==> src/rtl/laplace_pkg.sv <==
// Shared definitions for the Laplace sum sequencer.
// Provides the sequencer state encoding and the datapath width constants
// used by the interface, the top-level sequencer and the finish stage.
package laplace_pkg;

    localparam int PIX_W    = 8;
    localparam int LAP_W    = 11;
    localparam int PIX_MAX  = 255;
    localparam int ACC_HI_W = 2;

    typedef enum logic [2:0] {
        IDLE = 3'd0,
        ADD1 = 3'd1,
        ADD2 = 3'd2,
        ADD3 = 3'd3,
        FIN  = 3'd4,
        OUT  = 3'd5
    } state_t;

endpackage

==> src/rtl/laplace_sum_sequencer_if.sv <==
// Stream interface of the Laplace sum sequencer.
// Input side : in_valid/in_ready handshake with the five neighbourhood pixels.
// Output side: out_valid/out_ready handshake with the signed Laplacian and
//              the display pixel.
// slave  modport: the sequencer's view.
// master modport: the producer/consumer view (neighbourhood source and
//                 result sink).
interface laplace_sum_sequencer_if;
    import laplace_pkg::*;

    logic                    in_valid;
    logic                    in_ready;
    logic [PIX_W-1:0]        pix_n;
    logic [PIX_W-1:0]        pix_s;
    logic [PIX_W-1:0]        pix_e;
    logic [PIX_W-1:0]        pix_w;
    logic [PIX_W-1:0]        pix_c;
    logic                    out_valid;
    logic                    out_ready;
    logic signed [LAP_W-1:0] lap_out;
    logic [PIX_W-1:0]        pix_out;

    modport slave (
        input  in_valid, pix_n, pix_s, pix_e, pix_w, pix_c, out_ready,
        output in_ready, out_valid, lap_out, pix_out
    );

    modport master (
        output in_valid, pix_n, pix_s, pix_e, pix_w, pix_c, out_ready,
        input  in_ready, out_valid, lap_out, pix_out
    );

endinterface

==> src/rtl/laplace_finish.sv <==
// Combinational finish stage: lap = 4*C - sum10 at full 11-bit precision,
// then the display pixel (saturated magnitude or raw low byte).
// Ports:
//   c      in  8   centre pixel
//   acc_hi in  2   upper bits of the neighbour sum
//   acc_lo in  8   lower bits of the neighbour sum
//   lap    out 11  signed Laplacian, range -1020..+1020
//   pix    out 8   min(|lap|,255) when SAT_EN, else lap[7:0]
module laplace_finish
    import laplace_pkg::*;
#(
    parameter bit SAT_EN = 1'b1
) (
    input  logic [PIX_W-1:0]        c,
    input  logic [ACC_HI_W-1:0]     acc_hi,
    input  logic [PIX_W-1:0]        acc_lo,
    output logic signed [LAP_W-1:0] lap,
    output logic [PIX_W-1:0]        pix
);

    logic [LAP_W-1:0] c4_s;
    logic [LAP_W-1:0] sum_s;
    logic [LAP_W-1:0] diff_s;
    logic [LAP_W-1:0] mag_s;

    // Exact difference, magnitude and output pixel selection.
    always_comb begin
        c4_s   = {1'b0, c, 2'b00};
        sum_s  = {1'b0, acc_hi, acc_lo};
        diff_s = c4_s - sum_s;
        // |lap| <= 1020 so the negation never overflows 11 bits
        if (diff_s[LAP_W-1]) begin
            mag_s = ~diff_s + 11'd1;
        end else begin
            mag_s = diff_s;
        end
        lap = diff_s;
        if (SAT_EN) begin
            if (mag_s > LAP_W'(PIX_MAX)) begin
                pix = PIX_W'(PIX_MAX);
            end else begin
                pix = mag_s[PIX_W-1:0];
            end
        end else begin
            pix = diff_s[PIX_W-1:0];
        end
    end

endmodule

==> src/rtl/laplace_sum_sequencer.sv <==
// Multi-cycle 4-neighbour Laplacian, 4*C - (N+S+E+W).
// The three neighbour additions are time-multiplexed through an external
// 8-bit adder (exact or approximate); its sum/carry are used unmodified.
// Ports:
//   clk, rst            clock, asynchronous active-high reset
//   bus (slave)         neighbourhood input and result output handshakes
//   add_a, add_b  out 8 operands to the external adder (0 outside ADDx)
//   add_cin       out 1 constant 0
//   add_s         in  8 adder sum, combinational in the same cycle
//   add_cout      in  1 adder carry-out
module laplace_sum_sequencer
    import laplace_pkg::*;
#(
    parameter bit SAT_EN = 1'b1
) (
    input  logic                    clk,
    input  logic                    rst,
    laplace_sum_sequencer_if.slave  bus,
    output logic [PIX_W-1:0]        add_a,
    output logic [PIX_W-1:0]        add_b,
    output logic                    add_cin,
    input  logic [PIX_W-1:0]        add_s,
    input  logic                    add_cout
);

    state_t                  state_r;
    state_t                  state_next_s;
    logic [PIX_W-1:0]        pix_n_r, pix_s_r, pix_e_r, pix_w_r, pix_c_r;
    logic [PIX_W-1:0]        acc_lo_r;
    logic [ACC_HI_W-1:0]     acc_hi_r;
    logic signed [LAP_W-1:0] lap_r;
    logic [PIX_W-1:0]        pix_r;
    logic                    in_ready_r;
    logic                    out_valid_r;
    logic [PIX_W-1:0]        add_a_s, add_b_s;
    logic signed [LAP_W-1:0] fin_lap_s;
    logic [PIX_W-1:0]        fin_pix_s;

    laplace_finish #(.SAT_EN(SAT_EN)) u_finish (
        .c      (pix_c_r),
        .acc_hi (acc_hi_r),
        .acc_lo (acc_lo_r),
        .lap    (fin_lap_s),
        .pix    (fin_pix_s)
    );

    // State register.
    always_ff @(posedge clk or posedge rst) begin
        if (rst) begin
            state_r <= IDLE;
        end else begin
            state_r <= state_next_s;
        end
    end

    // Next-state decode and adder operand steering.
    always_comb begin
        state_next_s = state_r;
        add_a_s      = 8'd0;
        add_b_s      = 8'd0;
        case (state_r)
            IDLE: begin
                if (bus.in_valid) begin
                    state_next_s = ADD1;
                end else begin
                    state_next_s = IDLE;
                end
            end
            ADD1: begin
                add_a_s      = pix_n_r;
                add_b_s      = pix_s_r;
                state_next_s = ADD2;
            end
            ADD2: begin
                add_a_s      = acc_lo_r;
                add_b_s      = pix_e_r;
                state_next_s = ADD3;
            end
            ADD3: begin
                add_a_s      = acc_lo_r;
                add_b_s      = pix_w_r;
                state_next_s = FIN;
            end
            FIN: begin
                state_next_s = OUT;
            end
            OUT: begin
                if (bus.out_ready) begin
                    state_next_s = IDLE;
                end else begin
                    state_next_s = OUT;
                end
            end
            default: begin
                state_next_s = IDLE;
            end
        endcase
    end

    // Pixel capture, carry accumulation and result registers.
    always_ff @(posedge clk or posedge rst) begin
        if (rst) begin
            pix_n_r  <= 8'd0;
            pix_s_r  <= 8'd0;
            pix_e_r  <= 8'd0;
            pix_w_r  <= 8'd0;
            pix_c_r  <= 8'd0;
            acc_lo_r <= 8'd0;
            acc_hi_r <= 2'd0;
            lap_r    <= 11'sd0;
            pix_r    <= 8'd0;
        end else begin
            case (state_r)
                IDLE: begin
                    if (bus.in_valid) begin
                        pix_n_r  <= bus.pix_n;
                        pix_s_r  <= bus.pix_s;
                        pix_e_r  <= bus.pix_e;
                        pix_w_r  <= bus.pix_w;
                        pix_c_r  <= bus.pix_c;
                        acc_lo_r <= 8'd0;
                        acc_hi_r <= 2'd0;
                    end
                end
                ADD1: begin
                    acc_lo_r <= add_s;
                    acc_hi_r <= {1'b0, add_cout};
                end
                ADD2, ADD3: begin
                    // at most three carries, so two bits never wrap
                    acc_lo_r <= add_s;
                    acc_hi_r <= acc_hi_r + {1'b0, add_cout};
                end
                FIN: begin
                    lap_r <= fin_lap_s;
                    pix_r <= fin_pix_s;
                end
                default: begin
                    lap_r <= lap_r;
                end
            endcase
        end
    end

    // Handshake flags registered from the next state.
    always_ff @(posedge clk or posedge rst) begin
        if (rst) begin
            in_ready_r  <= 1'b1;
            out_valid_r <= 1'b0;
        end else begin
            in_ready_r  <= (state_next_s == IDLE);
            out_valid_r <= (state_next_s == OUT);
        end
    end

    assign add_a         = add_a_s;
    assign add_b         = add_b_s;
    assign add_cin       = 1'b0;
    assign bus.in_ready  = in_ready_r;
    assign bus.out_valid = out_valid_r;
    assign bus.lap_out   = lap_r;
    assign bus.pix_out   = pix_r;

endmodule

==> src/flat_wrapper.sv <==
// flat-port wrapper written by rule: the top's interface ports become plain ports
module laplace_sum_sequencer_flat import laplace_pkg::*;
#(
    parameter bit SAT_EN = 1'b1
)
  (clk, rst, add_a, add_b, add_cin, add_s, add_cout, bus_in_valid, bus_pix_n, bus_pix_s, bus_pix_e, bus_pix_w, bus_pix_c, bus_out_ready, bus_in_ready, bus_out_valid, bus_lap_out, bus_pix_out);
  laplace_sum_sequencer_if bus_i ();
  input  logic clk;
  input  logic rst;
  output logic [PIX_W-1:0] add_a;
  output logic [PIX_W-1:0] add_b;
  output logic add_cin;
  input  logic [PIX_W-1:0] add_s;
  input  logic add_cout;
  input wire logic [$bits(bus_i.in_valid)-1:0] bus_in_valid;
  input wire logic [$bits(bus_i.pix_n)-1:0] bus_pix_n;
  input wire logic [$bits(bus_i.pix_s)-1:0] bus_pix_s;
  input wire logic [$bits(bus_i.pix_e)-1:0] bus_pix_e;
  input wire logic [$bits(bus_i.pix_w)-1:0] bus_pix_w;
  input wire logic [$bits(bus_i.pix_c)-1:0] bus_pix_c;
  input wire logic [$bits(bus_i.out_ready)-1:0] bus_out_ready;
  output wire logic [$bits(bus_i.in_ready)-1:0] bus_in_ready;
  output wire logic [$bits(bus_i.out_valid)-1:0] bus_out_valid;
  output wire logic [$bits(bus_i.lap_out)-1:0] bus_lap_out;
  output wire logic [$bits(bus_i.pix_out)-1:0] bus_pix_out;
  assign bus_i.in_valid = bus_in_valid;
  assign bus_i.pix_n = bus_pix_n;
  assign bus_i.pix_s = bus_pix_s;
  assign bus_i.pix_e = bus_pix_e;
  assign bus_i.pix_w = bus_pix_w;
  assign bus_i.pix_c = bus_pix_c;
  assign bus_i.out_ready = bus_out_ready;
  assign bus_in_ready = bus_i.in_ready;
  assign bus_out_valid = bus_i.out_valid;
  assign bus_lap_out = bus_i.lap_out;
  assign bus_pix_out = bus_i.pix_out;
  laplace_sum_sequencer #(.SAT_EN(SAT_EN)) u_core (.clk(clk), .rst(rst), .bus(bus_i), .add_a(add_a), .add_b(add_b), .add_cin(add_cin), .add_s(add_s), .add_cout(add_cout));
endmodule
==> config.mk <==
export PLATFORM = sky130hd
export DESIGN_NAME = laplace_sum_sequencer_flat
export DESIGN_NICKNAME = d
export VERILOG_FILES = /design/src/rtl/laplace_pkg.sv /design/src/rtl/laplace_sum_sequencer_if.sv /design/src/rtl/laplace_finish.sv /design/src/rtl/laplace_sum_sequencer.sv /design/src/flat_wrapper.sv
export SDC_FILE = /design/constraint.sdc
export NUM_CORES = 1
export LEC_CHECK = 0
export BUFFER_PORTS_ARGS = -buffer_cell sky130_fd_sc_hd__buf_2
export CAP_MARGIN = 15
export CORE_ASPECT_RATIO = 0.75
export CORE_UTILIZATION = 50
export DETAILED_ROUTE_END_ITERATION = 8
export PLACE_DENSITY = 0.83
export SETUP_SLACK_MARGIN = 0.3
export SLEW_MARGIN = 5
export SYNTH_ARGS = -nofsm -noshare
export SYNTH_HDL_FRONTEND = slang
export SYNTH_SLANG_ARGS = --single-unit
==> constraint.sdc <==
create_clock -name clk -period 5.01 [get_ports clk]
set_input_delay 0.7515 -clock clk [delete_from_list [all_inputs] [get_ports clk]]
set_output_delay 0.7515 -clock clk [all_outputs]
set_load 0.05 [all_outputs]
## Word-level counts from Yosys, hierarchy flattened

Cells that the tools add are included.

| word-level totals | value |
|---|---|
| output and inout bits | 38 |
| bits in latches | 0 |
| word-level logic and storage cells | 44 |
| ROM bits | 0 |
| memory bits (writable) | 0 |
| bits of input ports | 53 |
| register bits after elaboration | 74 |
| memories | 0 |

| cells by class | value |
|---|---|
| bitwise logic cells | 1 |
| mux-type cells | 11 |
| add/sub/neg operators | 3 |
| shifts and indexed selects | 0 |
| $mul | 0 |
| divide/modulo/power cells | 0 |
| equal/unequal tests | 7 |
| reduce and logical (&&, ||, !) cells | 9 |
| $lt $le $gt $ge | 1 |

Operator list:

| cell | number |
|---|---|
| $pmux W8 S2 | 2 |
| $pmux W8 S3 | 1 |
| $pmux W3 S6 | 1 |
| $mux W8 | 2 |
| $add A11 B1 Y11 const B | 1 |
| $gt A11 B8 Y1 const B | 1 |
| $mux W11 | 1 |
| $not A11 Y11 | 1 |
| $sub A10 B10 Y11 | 1 |
| $eq A3 B3 Y1 const B | 3 |
| $eq A3 B2 Y1 const B | 2 |
| $logic_not A3 Y1 | 2 |
| $pmux W2 S3 | 1 |
| $reduce_and A2 Y1 | 3 |
| $eq A3 B1 Y1 const B | 1 |
| $mux W3 | 1 |
| $reduce_bool A3 Y1 | 1 |
| $reduce_or A3 Y1 | 1 |
| $add A2 B1 Y2 | 1 |
| $mux W2 | 1 |
| $ne A2 B2 Y1 const B | 1 |
| $reduce_bool A2 Y1 | 1 |
| $reduce_or A2 Y1 | 1 |
| $mux W1 | 1 |

## Logic depth before layout (Yosys ltp)

| logic depth | value |
|---|---|
| depth in word-level cells | 6 |
| depth in mapped cells | 10 |
| mapped depth without buffers | 9 |

## Cells and area by module

A second synthesis with hierarchy kept.

| unflattened totals | value |
|---|---|
| cell total of the unflattened synthesis | 356 |
| area total of the unflattened synthesis | 4205.3 um^2 |

Modules (own cells, without submodules):

| module | area an instance (um^2) | cells each | sequential area each (um^2) | times used |
|---|---|---|---|---|
| laplace_sum_sequencer | 3270.6 | 231 | 1853.0 | 1 |
| laplace_finish | 934.6 | 125 | 0.0 | 1 |

## Worst setup path after synthesis

Ideal clock, no wire load.

| timing | value |
|---|---|
| path type | register to output |
| start | register u_core.state_r[0] |
| end | output add_a[5] |
| cell stages (with the launch flop) | 7 |
| buffers on the path | 2 |
| data arrival time | 1.856 ns |
| path slack | 2.403 ns |
| data required time | 4.259 ns |
| cell sequence | dfrtp_1 > clkbuf_1 > buf_1 > nand2_1 > nor2_1 > a21oi_1 > nor2_1 |

| on the way | value |
|---|---|
| word-level cells in the longest chain between the ends | 3 |
| elaborated cells between the ends (all ways) | 5 |

Ends and longest elaborated chain:

| what | RTL line | source |
|---|---|---|
| start: declaration | laplace_sum_sequencer.sv:26 | `state_t state_r;` |
| start signal: assignment | laplace_sum_sequencer.sv:52 | `state_r <= state_next_s;` |
| $eq A3 B2 Y1 | laplace_sum_sequencer.sv:61 | `case (state_r)` |
| $reduce_or A2 Y1 (no source line) | n/a |  |
| $pmux W8 S2 (*) | laplace_sum_sequencer.sv:61 |  |
| end: declaration | flat_wrapper.sv:10 | `output logic [PIX_W-1:0] add_a;` |

Every way passes the cells marked *; elsewhere a longest branch is shown, timed or not.

## Worst setup path in the final report

| timing | value |
|---|---|
| start | register u_core.state_r[2] |
| end | register u_core.pix_r[5], in the netlist u_core.bus.pix_out[5] |

| on the way | value |
|---|---|
| word-level cells in the longest chain between the ends | 1 |

Ends and longest elaborated chain:

| what | RTL line | source |
|---|---|---|
| $eq A3 B3 Y1 | laplace_sum_sequencer.sv:113 | `case (state_r)` |
| end signal: assignment | laplace_sum_sequencer.sv:136 | `pix_r <= fin_pix_s;` |
| end: declaration | laplace_sum_sequencer.sv:32 | `logic [PIX_W-1:0] pix_r;` |

Every way passes these cells.
A chain may end at the register's enable or synchronous reset.

==> results.txt <==
Summed over all failing endpoints, the final setup total negative slack is 0 ps. The placer congestion estimate is 0.8467, and the diode insertion count for antenna repair is 0. Among cell families on the critical path, the largest total delay comes from simple AND/OR/NAND/NOR gates.

Dividing the detail-routed via count by the number of cells gives 5.383. The H-tree was split into 3 levels. The clock passes through at most 2 buffers.

The synthesized design contains 74 register bits. The total overflow reported by the global router was 0; the sequential element share of the synthesized area was 48.62%. For this block, the initial DRC count from the detailed router was 168. Clock-pin slew was measured on the worst setup and hold paths at 70 ps.

Between clock sinks in the finished design, the worst skew comes to 7.870 ps. The die boundary width came out at 102.8 um. The tools report the worst reg2reg path endpoint as u_core.bus.pix_out[5]$_DFFE_PP0P_. Setup violations remaining at the end of the flow were counted as 0. For this block, the via count after detailed routing is 2955.

At the later pin of the worst-skew pair, clock insertion delay measures 350 ps. The cell with the largest stage delay on the worst path is sky130_fd_sc_hd__dfrtp_1. Global routing used 23.14% of the available tracks across all layers.

The tools report the via count of the first global-routing pass as 2949. The worst register-to-register path begins at u_core.state_r[2]$_DFF_PP0_. Worst min-delay path startpoint: u_core.bus.lap_out[6]$_DFFE_PP0P_. The sum of buffers and inverters on the critical path works out to 1.

During I/O placement, the number of pins put on the boundary was 91. Along the worst path, the maximum fanout reaches 23. For the finished layout, the period the worst path requires is 3259 ps. Summing all flip-flop and latch instances after layout gives 1853 um2. The HPWL after detailed placement is 6266 um.

The layout cell share with drive strength beyond 1 was 38.84%; the area added between synthesis and finish was 18.71%. Count of cell instances traversed by the critical path: 7. In the post-synthesis netlist, the biggest area contributors are sky130_fd_sc_hd__dfrtp_1, sky130_fd_sc_hd__mux2_2, sky130_fd_sc_hd__nor2_1.

After detailed routing, the total wire length is 8521 um. Area of combinational cells with multiple inputs: 1823 um2. The run gives 0 as the post-CTS setup buffer count. The worst setup path is captured at a flip-flop. The flow ran to the end, and the final reports show no timing, DRC or antenna violations.

The number of placed instances, taps included, is 533. Number of placement rows: 27. TritonCTS built the clock tree.

The per-instance average area after synthesis is 10.62 um2. The tools report the register-to-register path setup slack as 1750 ps. The tool flagged a number of max-cap violations equal to 0. Number of hold-slack violations in the final timing report: 0. Setup repair after global routing left no endpoint under its margin. Fill cells in the final layout number 606.

The floorplan step set the die height to 77.61 um. The initial antenna violation count is 0, and the tightest slew margin relative to the limit is 37.83%. The leading area contributor after synthesis was sky130_fd_sc_hd__dfrtp_1. Synthesis produced a netlist whose cell count is 359. For the pin with the worst max-slew slack, the measured transition is 932.5 ps. The net count of the finished layout is 507. The tools report the max-slew violation count as 0. Counting flops with an async set or reset pin after synthesis yields a share of 100.0%.

Entering global routing, the biggest net connects 41 pins. In the layout the commonest cells are sky130_fd_sc_hd__buf_2, sky130_fd_sc_hd__dfrtp_1, sky130_fd_sc_hd__mux2_2, sky130_fd_sc_hd__nor2_1, sky130_fd_sc_hd__nand2_1. The startpoint kind of the worst setup timing path is a flip-flop. The worst hold path passes through 2 cells. The synthesized netlist occupies a cell area of 3811 um2. The first global-routing pass estimated 13990 um of wire.

Traced cell by cell, the critical path runs through inv_1 -> nor3_2 -> or2b_2 -> mux2i_1 -> or4b_1 -> nand3_2 -> a21oi_1. The die covers 7979 um2. Summed over its instances, the top area cell type makes up 47.93% of the synthesized netlist area. The placeable core region was 7365 um2; the highest cell delay on the worst timing path was 810 ps. The path class of the tightest hold or removal check is reg2reg.

The clock drives 74 sinks. The final critical path takes up 65.05% of the cycle. Post-CTS repair changed the size of 0 cells. The initial utilization of the core area, before any placement, comes to 51.75%.

For this run, design rule violations remaining after detail routing come to 0. The clock tree root buffer cell was sky130_fd_sc_hd__clkbuf_8. Synthesis instantiated 59 different standard cells from the library. Once detail routing completed, the nets flagged for antenna violations numbered 0. The depth of the worst register-to-register path works out to 7. The synthesized design contains 0 enable-type register cells. The tools report the end point of the most critical hold path as u_core.bus.lap_out[6]$_DFFE_PP0P_.

The number of I/O port buffers works out to 89. Type of the worst setup path: reg2reg. Data on the critical path is required at its endpoint by 5240 ps. The first detailed-routing pass took 4 iterations. During synthesis, Yosys emitted a total of 0 warnings.

Leaving out fill and tap cells, the most frequent cell in the layout is sky130_fd_sc_hd__buf_2. The number of standard cells in the layout, taps in and fillers out is 549. For this design, the CTS-stage hold fixing added 0 buffers. In the final routed layout, each cell accounts on average for 15.52 um.

For this run, the leading register cell type out of synthesis is sky130_fd_sc_hd__dfrtp_1. The logs give 9 for the number of clock buffers inserted by TritonCTS and 423 for the synthesized netlist net count. The data arrival time of the worst path was 3490 ps. The run gives 306.9 MHz as the timing-limited maximum frequency.
## layout make-up
| type | instances | share of cell area, % |
|---|---|---|
| flip-flops and latches | 74 | 40.96 |
| clock inverters | 4 | 1.106 |
| repair buffers | 91 | 10.18 |
| multi-input cells | 252 | 40.29 |
| inverters | 15 | 1.244 |
| clock buffers | 12 | 3.429 |
| well taps | 101 | 2.793 |
## cells in the mapped netlist (2+ instances only)
master,count
sky130_fd_sc_hd__xor2_1,2
sky130_fd_sc_hd__buf_1,5
sky130_fd_sc_hd__o21a_1,2
sky130_fd_sc_hd__a22oi_1,10
sky130_fd_sc_hd__nand3_1,3
sky130_fd_sc_hd__or2_2,2
sky130_fd_sc_hd__nand4_1,2
sky130_fd_sc_hd__nand2_1,30
sky130_fd_sc_hd__nor2_1,47
sky130_fd_sc_hd__mux2i_1,2
sky130_fd_sc_hd__o211ai_1,2
sky130_fd_sc_hd__dfrtp_1,73
sky130_fd_sc_hd__and3_2,2
sky130_fd_sc_hd__a31oi_1,3
sky130_fd_sc_hd__nor2b_1,2
sky130_fd_sc_hd__clkbuf_1,10
sky130_fd_sc_hd__o21ai_0,9
sky130_fd_sc_hd__a22o_1,9
sky130_fd_sc_hd__xnor2_1,9
sky130_fd_sc_hd__inv_1,15
sky130_fd_sc_hd__ha_1,11
sky130_fd_sc_hd__o22ai_1,2
sky130_fd_sc_hd__mux2_2,49
sky130_fd_sc_hd__a21oi_1,23
## worst max path at each step
stage                                            from                           endpoint  slack [ps]
after floorplan                                   rst     u_core.acc_hi_r[0]$_DFFE_PP0P_        2380
after global placement    u_core.state_r[2]$_DFF_PP0_  u_core.bus.pix_out[0]$_DFFE_PP0P_        1910
after global routing      u_core.state_r[2]$_DFF_PP0_  u_core.bus.pix_out[7]$_DFFE_PP0P_        1510
after CTS                 u_core.state_r[0]$_DFF_PP0_                           add_b[7]        1760
after detailed placement  u_core.state_r[2]$_DFF_PP0_  u_core.bus.pix_out[1]$_DFFE_PP0P_        1820
final                     u_core.state_r[2]$_DFF_PP0_  u_core.bus.pix_out[5]$_DFFE_PP0P_        1750
## cells by family (layout without fill, tap and decap cells)
kind of cell,after synthesis,count (layout),share of synthesized area [%]
buffers and inverters,33,122,3.578
other,1,1,0.09840
multiplexers,51,51,15.00
AO/OA/AOI/OAI,74,74,13.49
XOR/XNOR,11,11,2.528
adder cells (fa/ha/maj),11,11,3.611
AND/OR/NAND/NOR,104,104,13.07
flip-flops,74,74,48.62
## tightest hold or removal path, stage by stage (launching register included)
cell,delay [ps]
sky130_fd_sc_hd__dfrtp_1,340
sky130_fd_sc_hd__nand2_1,50
sky130_fd_sc_hd__nand2_1,50
## through the flow
step	cell area (um2)	hold WS, ps	setup slack [ps]	utilization [%]
detailed placement	4319	466.4	1819	58.65
finish	4524	474.0	1751	61.43
global route	4524	513.8	1506	61.43
floorplan	3811	475.0	2379	-
global placement	4319	458.4	1915	58.65
CTS	4524	483.5	1761	61.43
## registers in the layout, summed over array words and instances (netlist names), 3 cells and up
signal              count
u_core.acc_lo_r         8
u_core.pix_n_r          8
u_core.pix_e_r          8
u_core.pix_w_r          8
u_core.bus.pix_out      8
u_core.pix_c_r          8
u_core.pix_s_r          8
u_core.state_r          3
u_core.bus.lap_out     11
## layer usage
layer  part of all wire [%]  global-route usage [%]  up-vias
met3                    6.2                   4.865       15
met4                    1.7                   8.873        0
met1                     48                   33.00     1391
met5                      0                       0        -
li1                       -                       -     1443
met2                     44                   34.53      106
Power is not shown: default switching activity piles up to over one toggle a cycle in this logic, so the estimate is an artifact.
